===== src/rtl/enemy_pkg.sv =====
// enemy_pkg: shared channel state, coordinate type and default bounds/steps for the enemy swarm
package enemy_pkg;
    typedef enum logic {IDLE, ACTIVE} state_t;
    localparam int DEF_COORD_W   = 12;
    typedef logic [DEF_COORD_W-1:0] coord_t;
    localparam int DEF_N_ENEMY   = 4;
    localparam int DEF_TICK_DIV  = 1000000;
    localparam int DEF_SPAWN_GAP = 64;
    localparam int DEF_X_SPAWN   = 1180;
    localparam int DEF_X_MIN     = 30;
    localparam int DEF_Y_MIN     = 20;
    localparam int DEF_Y_MAX     = 700;
    localparam int DEF_DX        = 3;
    localparam int DEF_DY        = 5;
endpackage


===== src/rtl/enemy_channel.sv =====
// enemy_channel: one enemy's state, position, hit/escape handling and optional bounce direction
// Ports: clk, rst (async, active-high); tick movement strobe; crash (all park); hit kill pulse;
//        spawn/spawn_y load a new enemy; spawn_dir initial direction (ENEMY_BOUNCE_EN only);
//        x, y position; active visible; escape one-cycle pulse on leaving at the left edge.
// Build option: ENEMY_BOUNCE_EN selects bounce between Y bounds instead of wrapping to Y_MAX.
module enemy_channel import enemy_pkg::*; #(
    parameter int W       = DEF_COORD_W,
    parameter int X_SPAWN = DEF_X_SPAWN,
    parameter int X_MIN   = DEF_X_MIN,
    parameter int Y_MIN   = DEF_Y_MIN,
    parameter int Y_MAX   = DEF_Y_MAX,
    parameter int DX      = DEF_DX,
    parameter int DY      = DEF_DY
) (
    input  logic         clk,
    input  logic         rst,
    input  logic         tick,
    input  logic         crash,
    input  logic         hit,
    input  logic         spawn,
    input  logic [W-1:0] spawn_y,
`ifdef ENEMY_BOUNCE_EN
    input  logic         spawn_dir,
`endif
    output logic [W-1:0] x,
    output logic [W-1:0] y,
    output logic         active,
    output logic         escape
);
    localparam logic [W-1:0] XS    = W'(X_SPAWN);
    localparam logic [W-1:0] YM    = W'(Y_MAX);
    localparam logic [W-1:0] X_LIM = W'(X_MIN + DX);
    localparam logic [W-1:0] Y_LO  = W'(Y_MIN + DY);
    localparam logic [W-1:0] DXW   = W'(DX);
    localparam logic [W-1:0] DYW   = W'(DY);
    state_t       st;
    logic [W-1:0] y_step;
    assign active = st == ACTIVE;
`ifdef ENEMY_BOUNCE_EN
    localparam logic [W-1:0] Y_HI = W'(Y_MAX - DY);
    logic up, flip;
    // at a bound the tick only reverses direction; y moves again on the following tick
    assign flip   = up ? y <= Y_LO : y >= Y_HI;
    assign y_step = flip ? y : up ? y - DYW : y + DYW;
`else
    assign y_step = y <= Y_LO ? YM : y - DYW;
`endif
    always_ff @(posedge clk or posedge rst) begin
        if (rst) begin
            st     <= IDLE;
            x      <= XS;
            y      <= YM;
            escape <= 1'b0;
`ifdef ENEMY_BOUNCE_EN
            up     <= 1'b0;
`endif
        end else begin
            escape <= 1'b0;
            if (crash) begin
                st <= IDLE;
                x  <= XS;
            end else if (st == ACTIVE) begin
                if (hit) begin
                    st <= IDLE;
                    x  <= XS;
                end else if (tick) begin
                    y <= y_step;
`ifdef ENEMY_BOUNCE_EN
                    if (flip) up <= ~up;
`endif
                    // compare before subtracting so x never underflows
                    if (x <= X_LIM) begin
                        st     <= IDLE;
                        x      <= XS;
                        escape <= 1'b1;
                    end else begin
                        x <= x - DXW;
                    end
                end
            end else if (spawn) begin
                st <= ACTIVE;
                x  <= XS;
                y  <= spawn_y;
`ifdef ENEMY_BOUNCE_EN
                up <= spawn_dir;
`endif
            end
        end
    end
endmodule


===== src/rtl/enemy_swarm.sv =====
// enemy_swarm: multi-channel enemy motion controller with shared tick prescaler and spawner
// Ports: clk, rst (async, active-high); crash player crash level; randint random spawn Y;
//        hit per-channel kill pulses; enemy_x/enemy_y packed positions (channel i at
//        [i*COORD_W +: COORD_W]); active per-channel visible; escape per-channel exit pulse;
//        tick one-cycle movement strobe.
// Build option: ENEMY_BOUNCE_EN enables per-channel bounce direction loaded from randint[0].
module enemy_swarm import enemy_pkg::*; #(
    parameter int N_ENEMY   = DEF_N_ENEMY,
    parameter int COORD_W   = DEF_COORD_W,
    parameter int TICK_DIV  = DEF_TICK_DIV,
    parameter int SPAWN_GAP = DEF_SPAWN_GAP,
    parameter int X_SPAWN   = DEF_X_SPAWN,
    parameter int X_MIN     = DEF_X_MIN,
    parameter int Y_MIN     = DEF_Y_MIN,
    parameter int Y_MAX     = DEF_Y_MAX,
    parameter int DX        = DEF_DX,
    parameter int DY        = DEF_DY
) (
    input  logic                         clk,
    input  logic                         rst,
    input  logic                         crash,
    input  logic [9:0]                   randint,
    input  logic [N_ENEMY-1:0]           hit,
    output logic [N_ENEMY*COORD_W-1:0]   enemy_x,
    output logic [N_ENEMY*COORD_W-1:0]   enemy_y,
    output logic [N_ENEMY-1:0]           active,
    output logic [N_ENEMY-1:0]           escape,
    output logic                         tick
);
    localparam int PW = $clog2(TICK_DIV + 1);
    localparam int SW = $clog2(SPAWN_GAP + 1);
    localparam logic [COORD_W-1:0] Y_FLOOR = COORD_W'(Y_MIN + 1);
    localparam logic [COORD_W-1:0] Y_CEIL  = COORD_W'(Y_MAX);
    logic [PW-1:0]      pcnt;
    logic [SW-1:0]      scnt;
    logic               pend, wrap, at_gap, go;
    logic [N_ENEMY-1:0] idle, sel;
    logic [COORD_W-1:0] ry, spawn_y;
    assign wrap = pcnt == PW'(TICK_DIV - 1);
    // prescaler is held at zero during crash so the first tick after release is a full period away
    always_ff @(posedge clk or posedge rst) begin
        if (rst) begin
            pcnt <= '0;
            tick <= 1'b0;
        end else begin
            tick <= !crash && wrap;
            pcnt <= (crash || wrap) ? '0 : pcnt + PW'(1);
        end
    end
    assign idle    = ~active;
    // isolate the lowest set bit: lowest-index idle channel
    assign sel     = idle & (~idle + N_ENEMY'(1));
    assign ry      = COORD_W'(randint);
    assign spawn_y = ry < Y_FLOOR ? Y_FLOOR : ry > Y_CEIL ? Y_CEIL : ry;
    assign at_gap  = scnt == SW'(SPAWN_GAP - 1);
    // pend marks a gap that already elapsed while the swarm was full; spawn then needs no tick
    assign go      = !crash && at_gap && |idle && (tick || pend);
    always_ff @(posedge clk or posedge rst) begin
        if (rst) begin
            scnt <= '0;
            pend <= 1'b0;
        end else if (crash || go) begin
            scnt <= '0;
            pend <= 1'b0;
        end else if (tick) begin
            if (at_gap) pend <= 1'b1;
            else scnt <= scnt + SW'(1);
        end
    end
    for (genvar i = 0; i < N_ENEMY; i++) begin : g_ch
        enemy_channel #(
            .W(COORD_W), .X_SPAWN(X_SPAWN), .X_MIN(X_MIN), .Y_MIN(Y_MIN),
            .Y_MAX(Y_MAX), .DX(DX), .DY(DY)
        ) u_ch (
            .clk(clk),
            .rst(rst),
            .tick(tick),
            .crash(crash),
            .hit(hit[i]),
            .spawn(go && sel[i]),
            .spawn_y(spawn_y),
`ifdef ENEMY_BOUNCE_EN
            .spawn_dir(randint[0]),
`endif
            .x(enemy_x[i*COORD_W +: COORD_W]),
            .y(enemy_y[i*COORD_W +: COORD_W]),
            .active(active[i]),
            .escape(escape[i])
        );
    end
endmodule


===== config.mk =====
export PLATFORM = sky130hd
export DESIGN_NAME = enemy_swarm
export DESIGN_NICKNAME = d
export VERILOG_FILES = /design/src/rtl/enemy_pkg.sv /design/src/rtl/enemy_channel.sv /design/src/rtl/enemy_swarm.sv
export SDC_FILE = /design/constraint.sdc
export NUM_CORES = 1
export LEC_CHECK = 0
export CELL_PAD_IN_SITES_DETAIL_PLACEMENT = 0
export CELL_PAD_IN_SITES_GLOBAL_PLACEMENT = 1
export CORE_MARGIN = 2
export CORE_UTILIZATION = 40
export DETAILED_ROUTE_END_ITERATION = 10
export PLACE_DENSITY = 0.78
export SETUP_SLACK_MARGIN = 0.3
export SLEW_MARGIN = 15
export SYNTH_ARGS = -nofsm -noshare
export SYNTH_HDL_FRONTEND = slang
export SYNTH_HIERARCHICAL = 1
export SYNTH_SLANG_ARGS = --single-unit

===== constraint.sdc =====
create_clock -name clk -period 3.09 [get_ports clk]
set_input_delay 0.927 -clock clk [delete_from_list [all_inputs] [get_ports clk]]
set_output_delay 0.927 -clock clk [all_outputs]
set_load 0.02 [all_outputs]

==> implementation parameters <==
Parameter                              Value

Pwr
  Fraction of power spent switching nets ... 22.7%
  Clock power share ... 51.7%
  Sequential power share ... 42.4%
  Peak VDD IR ... 419 uV
  Internal Pwr Total ... 3.25 mW
  Leakage dissipation ... 4.08 nW
  Net switching power ... 0.957 mW
  Relative contribution of combinational cells to total power ... 5.8%
  Power density relative to cell area ... 411 nW/um2

Synthesis
  Xor/xnor cell area share of the yosys netlist ... 5.86%
  Portion of the post-synthesis area used by sequential elements ... 42.7%
  Multiplexer fraction of the synthesized cell area ... 0.126%
  Area share of the largest cell type after synthesis ... 28.1%
  Synth area leaders ... sky130_fd_sc_hd__dfrtp_1, sky130_fd_sc_hd__dfstp_2, sky130_fd_sc_hd__nor2_1, sky130_fd_sc_hd__nand2_1, sky130_fd_sc_hd__ha_1
  Warnings from Yosys ... 6
  Yosys cell types ... 64
  Cells after synthesis ... 871
  Most used flip-flop cell after synthesis ... sky130_fd_sc_hd__dfrtp_1
  Simple-gate share of the synthesized area ... 23.2%
  Adder-cell area share of the yosys netlist ... 3.47%
  Fraction of registers with async set or reset after synthesis ... 100%
  Combinational family with the most area after synthesis ... simple AND/OR/NAND/NOR gates
  Register bit total from synthesis ... 133
  Compound-Gate Fraction of Synth Area ... 20.7%
  Mean post-synth cell area ... 9.10 um2
  Area leader, netlist ... sky130_fd_sc_hd__dfrtp_1
  Number of enable-type register cells in the synthesized netlist ... 0
  Post-synthesis instance area ... 7930 um2

Finish
  Net count reported at finish ... 1,064
  Filler instances ... 1,812
  Register Area ... 3380 um2
  Leading cell types in the layout, fill and taps excluded ... sky130_fd_sc_hd__clkdlybuf4s50_1, sky130_fd_sc_hd__nor2_1, sky130_fd_sc_hd__dfrtp_1, sky130_fd_sc_hd__nand2_1, sky130_fd_sc_hd__inv_1
  Antenna diode instance count ... 0
  Total area of multi-input combinational cells ... 4270 um2
  Leading cell type in the layout, fill and taps excluded ... sky130_fd_sc_hd__clkdlybuf4s50_1
  Fraction of layout instances using a drive strength above 1 ... 14.4%
  Layout overhead on the synthesized area ... 29.2%

Placed design
  Placed wire-length estimate ... 15,300 um
  Routability-driven placement congestion ratio ... 0.866
  Worst setup timing slack at the placement stage ... 0.0123 ns
  Number of I/O port buffers ... 121

STA
  Tightest Pin Transition ... 0.654 ns
  Final setup TNS ... 0 ns
  Skew final ... 0.0111 ns
  Unrepaired setup endpoints after global routing ... true
  Number of pins with negative max-slew slack in the final report ... 0
  Final hold violation count ... 0
  Highest clock rate ... 0.375 GHz
  Post-layout minimum cycle time ... 2.67 ns
  Setup violation total in the final timing report ... 0
  Setup slack after layout ... 0.422 ns
  Final Cycle Share ... 86.3%
  Worst-case headroom to the max-slew limit ... 56.0%

GRT
  Largest net degree at the start of global routing ... 37
  Global Route Usage Sum ... 20.5%
  Antenna violations before repair ... 0
  Global-route wire length before repair ... 33,800 um
  Number of global-route vias before repair ... 6,540
  Overflow left after global routing ... 0

Worst setup path
  CP startpoint kind ... flip-flop
  Top delay family on crit path ... buffers and inverters
  Largest fanout on the critical path ... 23
  Arrival time at the worst endpoint ... 1.74 ns
  Biggest cell delay along the critical path ... 0.66 ns
  Critical path data required time ... 2.16 ns
  Worst setup path category ... flip-flop to output pin
  Critical path buffers and inverters ... 2
  Master of the slowest instance on the critical path ... sky130_fd_sc_hd__clkdlybuf4s50_1
  Crit. End Element ... output pin
  Chain of cells forming the critical path ... buf_4 > clkdlybuf4s50_1

CTS
  Clock transition at the registers of the reported paths ... 0.06 ns
  H-tree lvl count ... 4
  # clock sinks ... 133
  Setup Buffers After CTS ... 0
  Clock tree from TritonCTS ... done
  Inserted Clock Buffers ... 17
  Max Root-Sink Buffers ... 2
  Clock insertion delay at the later pin of the skew report ... 0.42 ns
  Clock Tree Root ... sky130_fd_sc_hd__clkbuf_16

Detailed routing
  Antenna viol nets, final ... 0
  Detailed-routing iteration count for the pre-antenna-repair pass ... 5
  Average vias per placed instance ... 5.29
  Vias after detailed routing ... 6,890
  DRC violations left ... 0
  Routed wire length per instance ... 16.3 um
  Number of DRC markers after the initial detailed-route iteration ... 551
  Final routed wirelength across all metal layers ... 21,200 um

Floorplanning
  Height of the die ... 145 um
  Effective utilization at floorplan ... 40.7%
  Std-Cell Rows ... 51
  Top-level I/O count ... 122
  DIE AREA ... 21,000 um2
  Die Span X ... 145 um
  Core box area ... 19,500 um2

Job
  Max-cap viol count ... 0

Worst hold path
  Hold/Removal Path Class ... flip-flop to flip-flop

Run status
  Run status ... complete, no violations
layout make-up:
class | instances | area share [%]
Multi-Input combinational cell | 670 | 41.6
Sequential cell | 133 | 33.0
Timing Repair Buffer | 151 | 14.0
Clock buffer | 19 | 4.42
Tap cell | 265 | 3.24
Inverter | 52 | 1.91
Clock inverter | 13 | 1.75
final timing paths:
kind	start	end	slack (ns)	depth (start not counted)
max	g_ch[0].u_ch/active	active[0]	0.42	2
min	pcnt[0]	pcnt[0]	0.48	1
max reg2reg	scnt[2]	g_ch[1].u_ch/x[6]	0.55	8
min reg2reg	pcnt[0]	pcnt[0]	0.48	1
max in group asynchronous	rst	pcnt[9]	1.54	3
min in group asynchronous	rst	scnt[6]	0.94	2
what timing repair did:
| item | 4_1_cts | 5_1_grt |
|---|---|---|
| endpoints found under the setup margin | 0 | 72 |
| gates resized for setup | 0 | 1 |
| hold buffers | 0 | 0 |
power groups by stage:
stage / Combinational, mW / Sequential, mW / Clock (mW)
floorplan: 0.125 / 1.83 / 0
global placement: 0.249 / 1.82 / 0
detailed placement: 0.250 / 1.82 / 0
CTS: 0.250 / 1.79 / 2.22
global route: 0.271 / 1.79 / 2.29
finish: 0.246 / 1.79 / 2.18
Yosys cell counts, drive strengths merged (5+ instances only):
| cell | count |
|---|---|
| nand2 | 82 |
| a21oi | 57 |
| nor2b | 9 |
| a21o | 13 |
| nand3 | 24 |
| nor4b | 6 |
| a211oi | 9 |
| ha | 22 |
| xnor2 | 25 |
| o21a | 5 |
| or4 | 7 |
| nand2b | 15 |
| dfrtp | 89 |
| clkbuf | 11 |
| or3 | 9 |
| a31oi | 8 |
| dfstp | 44 |
| xor2 | 28 |
| o22ai | 24 |
| o21ai | 53 |
| a21boi | 8 |
| nor3 | 26 |
| nor3b | 10 |
| o22a | 5 |
| inv | 52 |
| nor4 | 20 |
| nor2 | 98 |
| nand4 | 13 |
| buf | 12 |
| a22oi | 12 |
| nand3b | 9 |
| o21bai | 8 |
sequential cells by signal, summed over array words and instances, names as in the netlist:
name              count
tick                  1
scnt                  7
g_ch.u_ch/y          48
g_ch.u_ch/escape      4
pcnt                 20
pend                  1
g_ch.u_ch/x          48
g_ch.u_ch/active      4
per-stage QoR:
step | hold slack, ns | utilization [%] | std cells | instance area (um2) | total power, mW
2_1_floorplan | 0.455 | - | 878 | 7950 | 1.95
3_3_place_gp | 0.474 | 49.4 | 1271 | 9610 | 2.06
3_5_place_dp | 0.476 | 49.4 | 1271 | 9610 | 2.06
4_1_cts | 0.485 | 52.6 | 1303 | 10200 | 4.26
5_1_grt | 0.517 | 52.6 | 1303 | 10200 | 4.35
6_report | 0.478 | 52.6 | 1303 | 10200 | 4.21
metal layers:
metal	global-route usage [%]	part of all wire (%)
met5	0	0
met4	5.67	1.5
met3	4.41	3.9
met2	33.3	47
met1	27.7	48
cells by family after synthesis:
| kind of cell | Yosys count |
|---|---|
| muxes | 1 |
| buffers and inverters | 75 |
| adders and majority gates | 22 |
| xor gates and xnor gates | 53 |
| AOI/OAI and AO/OA | 238 |
| DFF | 133 |
| and+or+nand+nor | 348 |
| other | 1 |
Power figures use the tool's default switching activity.
==> RTL change, RTL diff (same flow settings) <==
Make the reset (`rst`) synchronous in 3 clocked blocks. Comments in the files are not updated.
--- a/src/rtl/enemy_channel.sv
+++ b/src/rtl/enemy_channel.sv
@@ -47,3 +47,3 @@
 `endif
-    always_ff @(posedge clk or posedge rst) begin
+    always_ff @(posedge clk) begin
         if (rst) begin
--- a/src/rtl/enemy_swarm.sv
+++ b/src/rtl/enemy_swarm.sv
@@ -40,3 +40,3 @@
     // prescaler is held at zero during crash so the first tick after release is a full period away
-    always_ff @(posedge clk or posedge rst) begin
+    always_ff @(posedge clk) begin
         if (rst) begin
@@ -57,3 +57,3 @@
     assign go      = !crash && at_gap && |idle && (tick || pend);
-    always_ff @(posedge clk or posedge rst) begin
+    always_ff @(posedge clk) begin
         if (rst) begin
Formal check against the unedited RTL: same outputs for any inputs over 4 cycles, from zero or initial values and one cycle with rst high; that may be too few to reach the edited logic, so the function may still have changed.
==> RTL change against the original RTL <==
Area after synthesis grew 0.77%. Wire length grew 14%. Maximum frequency shrank 2.8%. Final area grew 0.73%. First-iteration DRC count grew 19%. Sequential cell count is the same. Worst hold slack lost 0.0088 ns. Power shrank 9.8%. Register-to-register slack lost 0.09 ns. Setup slack lost 0.077 ns. Global-route usage grew 2.3 points. Critical endpoint unchanged. Largest power group unchanged. Highest routed layer unchanged.
==> RTL change: results (changes against the original RTL) <==
Global route
  – Grt met1 use: 0.321 (+0.0447)
  – Global-route wire length before repair: 39900 um (+18%)
  – Pin count of the biggest net entering global routing: 46 (+24%)
  – All-layer global routing usage: 0.227 (+0.0226)
  – Global routing usage on met2: 0.351 (+0.0183)

Finish
  – Final nets: 1149 (+8.0%)
  – Share of layout cells above drive strength 1: 0.134 (-0.00997)
  – Non-filler cells, final: 1388 (+6.5%)
  – Number of fill cells: 1911 (+5.5%)

Power
  – P_clk: 1.94 mW (-11%)
  – Internal Dissipation: 2.85 mW (-12%)
  – Register share of total power: 0.452 (+0.028)
  – Leakage: 3.31 nW (-19%)
  – Share of total power in the clock network: 0.512 (-0.005)

Placed design
  – Pre-CTS WS: 0.0422 ns (+0.0300 ns)
  – Post-DP HPWL: 17100 um (+12%)
  – RD Place Congestion: 0.848 (-2.1%)
  – Placed cell area: 0.00972 mm2 (+1.1%)

Yosys
  – Most common library cells after synthesis: dfxtp_1 (133), nor2_1 (76), a21oi_1 (66), o21ai_0 (53), xnor2_1 (50)
  – Syn avg cell area: 8.29 um2 (-8.9%)
  – Largest cells by area after synthesis: dfxtp_1 (33%), xnor2_1 (5.5%), a21oi_1 (4.1%)
  – Async SR Flop Fraction: 0 (-1.00)
  – Yosys cell types: 72 (+13%)
  – Register area share after synthesis: 0.333 (-0.0935)

Route
  – Met2 WL: 10800 um (+9.2%)
  – M1 wire length: 11400 um (+13%)
  – First DRT Iteration DRCs: 654 (+19%)
  – Pre-antenna DRT Iters: 6 (+1)
  – Via density: 5.81 (+9.9%)
  – DR WL/cell: 17.4 um (+6.8%)

Worst setup path
  – Worst EP arrival: 1.82 ns (+0.08 ns)
  – Worst-path fanout max: 31 (+35%)

Status
  – Status: completed

Timing
  – Clock skew: 0.00791 ns (-0.00317 ns)
  – Relative slew slack: 0.362 (-0.198)
## RTL change: cell count changes after synthesis, moves of 24 or more
cell / before / now
dfrtp_1: 89 / 0
dfstp_2: 44 / 0
dfxtp_1: 0 / 133
nand2_1: 82 / 45
nand3_1: 22 / 46
nor3_1: 22 / 47
xnor2_1: 25 / 50
xor2_1: 28 / 4
## RTL change: final timing paths
path | start | to | slack (ns) | cells past startpoint
worst min-delay path | pcnt[0]$_SDFF_PP0_ | pcnt[0]$_SDFF_PP0_ | 0.47 | 1
worst max-delay path | g_ch[0].u_ch/active$_SDFF_PP0_ | active[0] | 0.35 | 2
worst max register to register | scnt[0]$_SDFFE_PP0P_ | g_ch[2].u_ch/y[7]$_SDFFE_PP1P_ | 0.46 | 12
worst min register to register | pcnt[0]$_SDFF_PP0_ | pcnt[0]$_SDFF_PP0_ | 0.47 | 1
## RTL change: layout make-up
| class | instances | area [um2] | area share |
|---|---|---|---|
| Clock buffer | 19 | 453 | 0.0439 |
| Clock inverter | 13 | 113 | 0.0109 |
| Inverter | 37 | 139 | 0.0135 |
| Multi-Input combinational cell | 752 | 5040 | 0.488 |
| Sequential cell | 133 | 2660 | 0.258 |
| Tap cell | 265 | 332 | 0.0321 |
| Timing Repair Buffer | 169 | 1580 | 0.153 |
## RTL change: logic make-up after synthesis
logic type,synth area share
AO/OA/AOI/OAI,0.243
XOR/XNOR,0.0592
adder cells (fa/ha/maj),0.0345
buffers and inverters,0.0431
flip-flops,0.333
multiplexers,0.00626
other,0.000469
AND/OR/NAND/NOR,0.280
## RTL change: worst max-delay path: stages (launching register included)
cell and delay [ns]:
dfxtp_1 0.39, buf_4 0.34, clkdlybuf4s50_1 0.67
## RTL change: repair_timing
action | 4_1_cts | 5_1_grt
setup buffers | 0 | 0
resized for setup | 0 | 17
setup endpoints to repair | 0 | 38
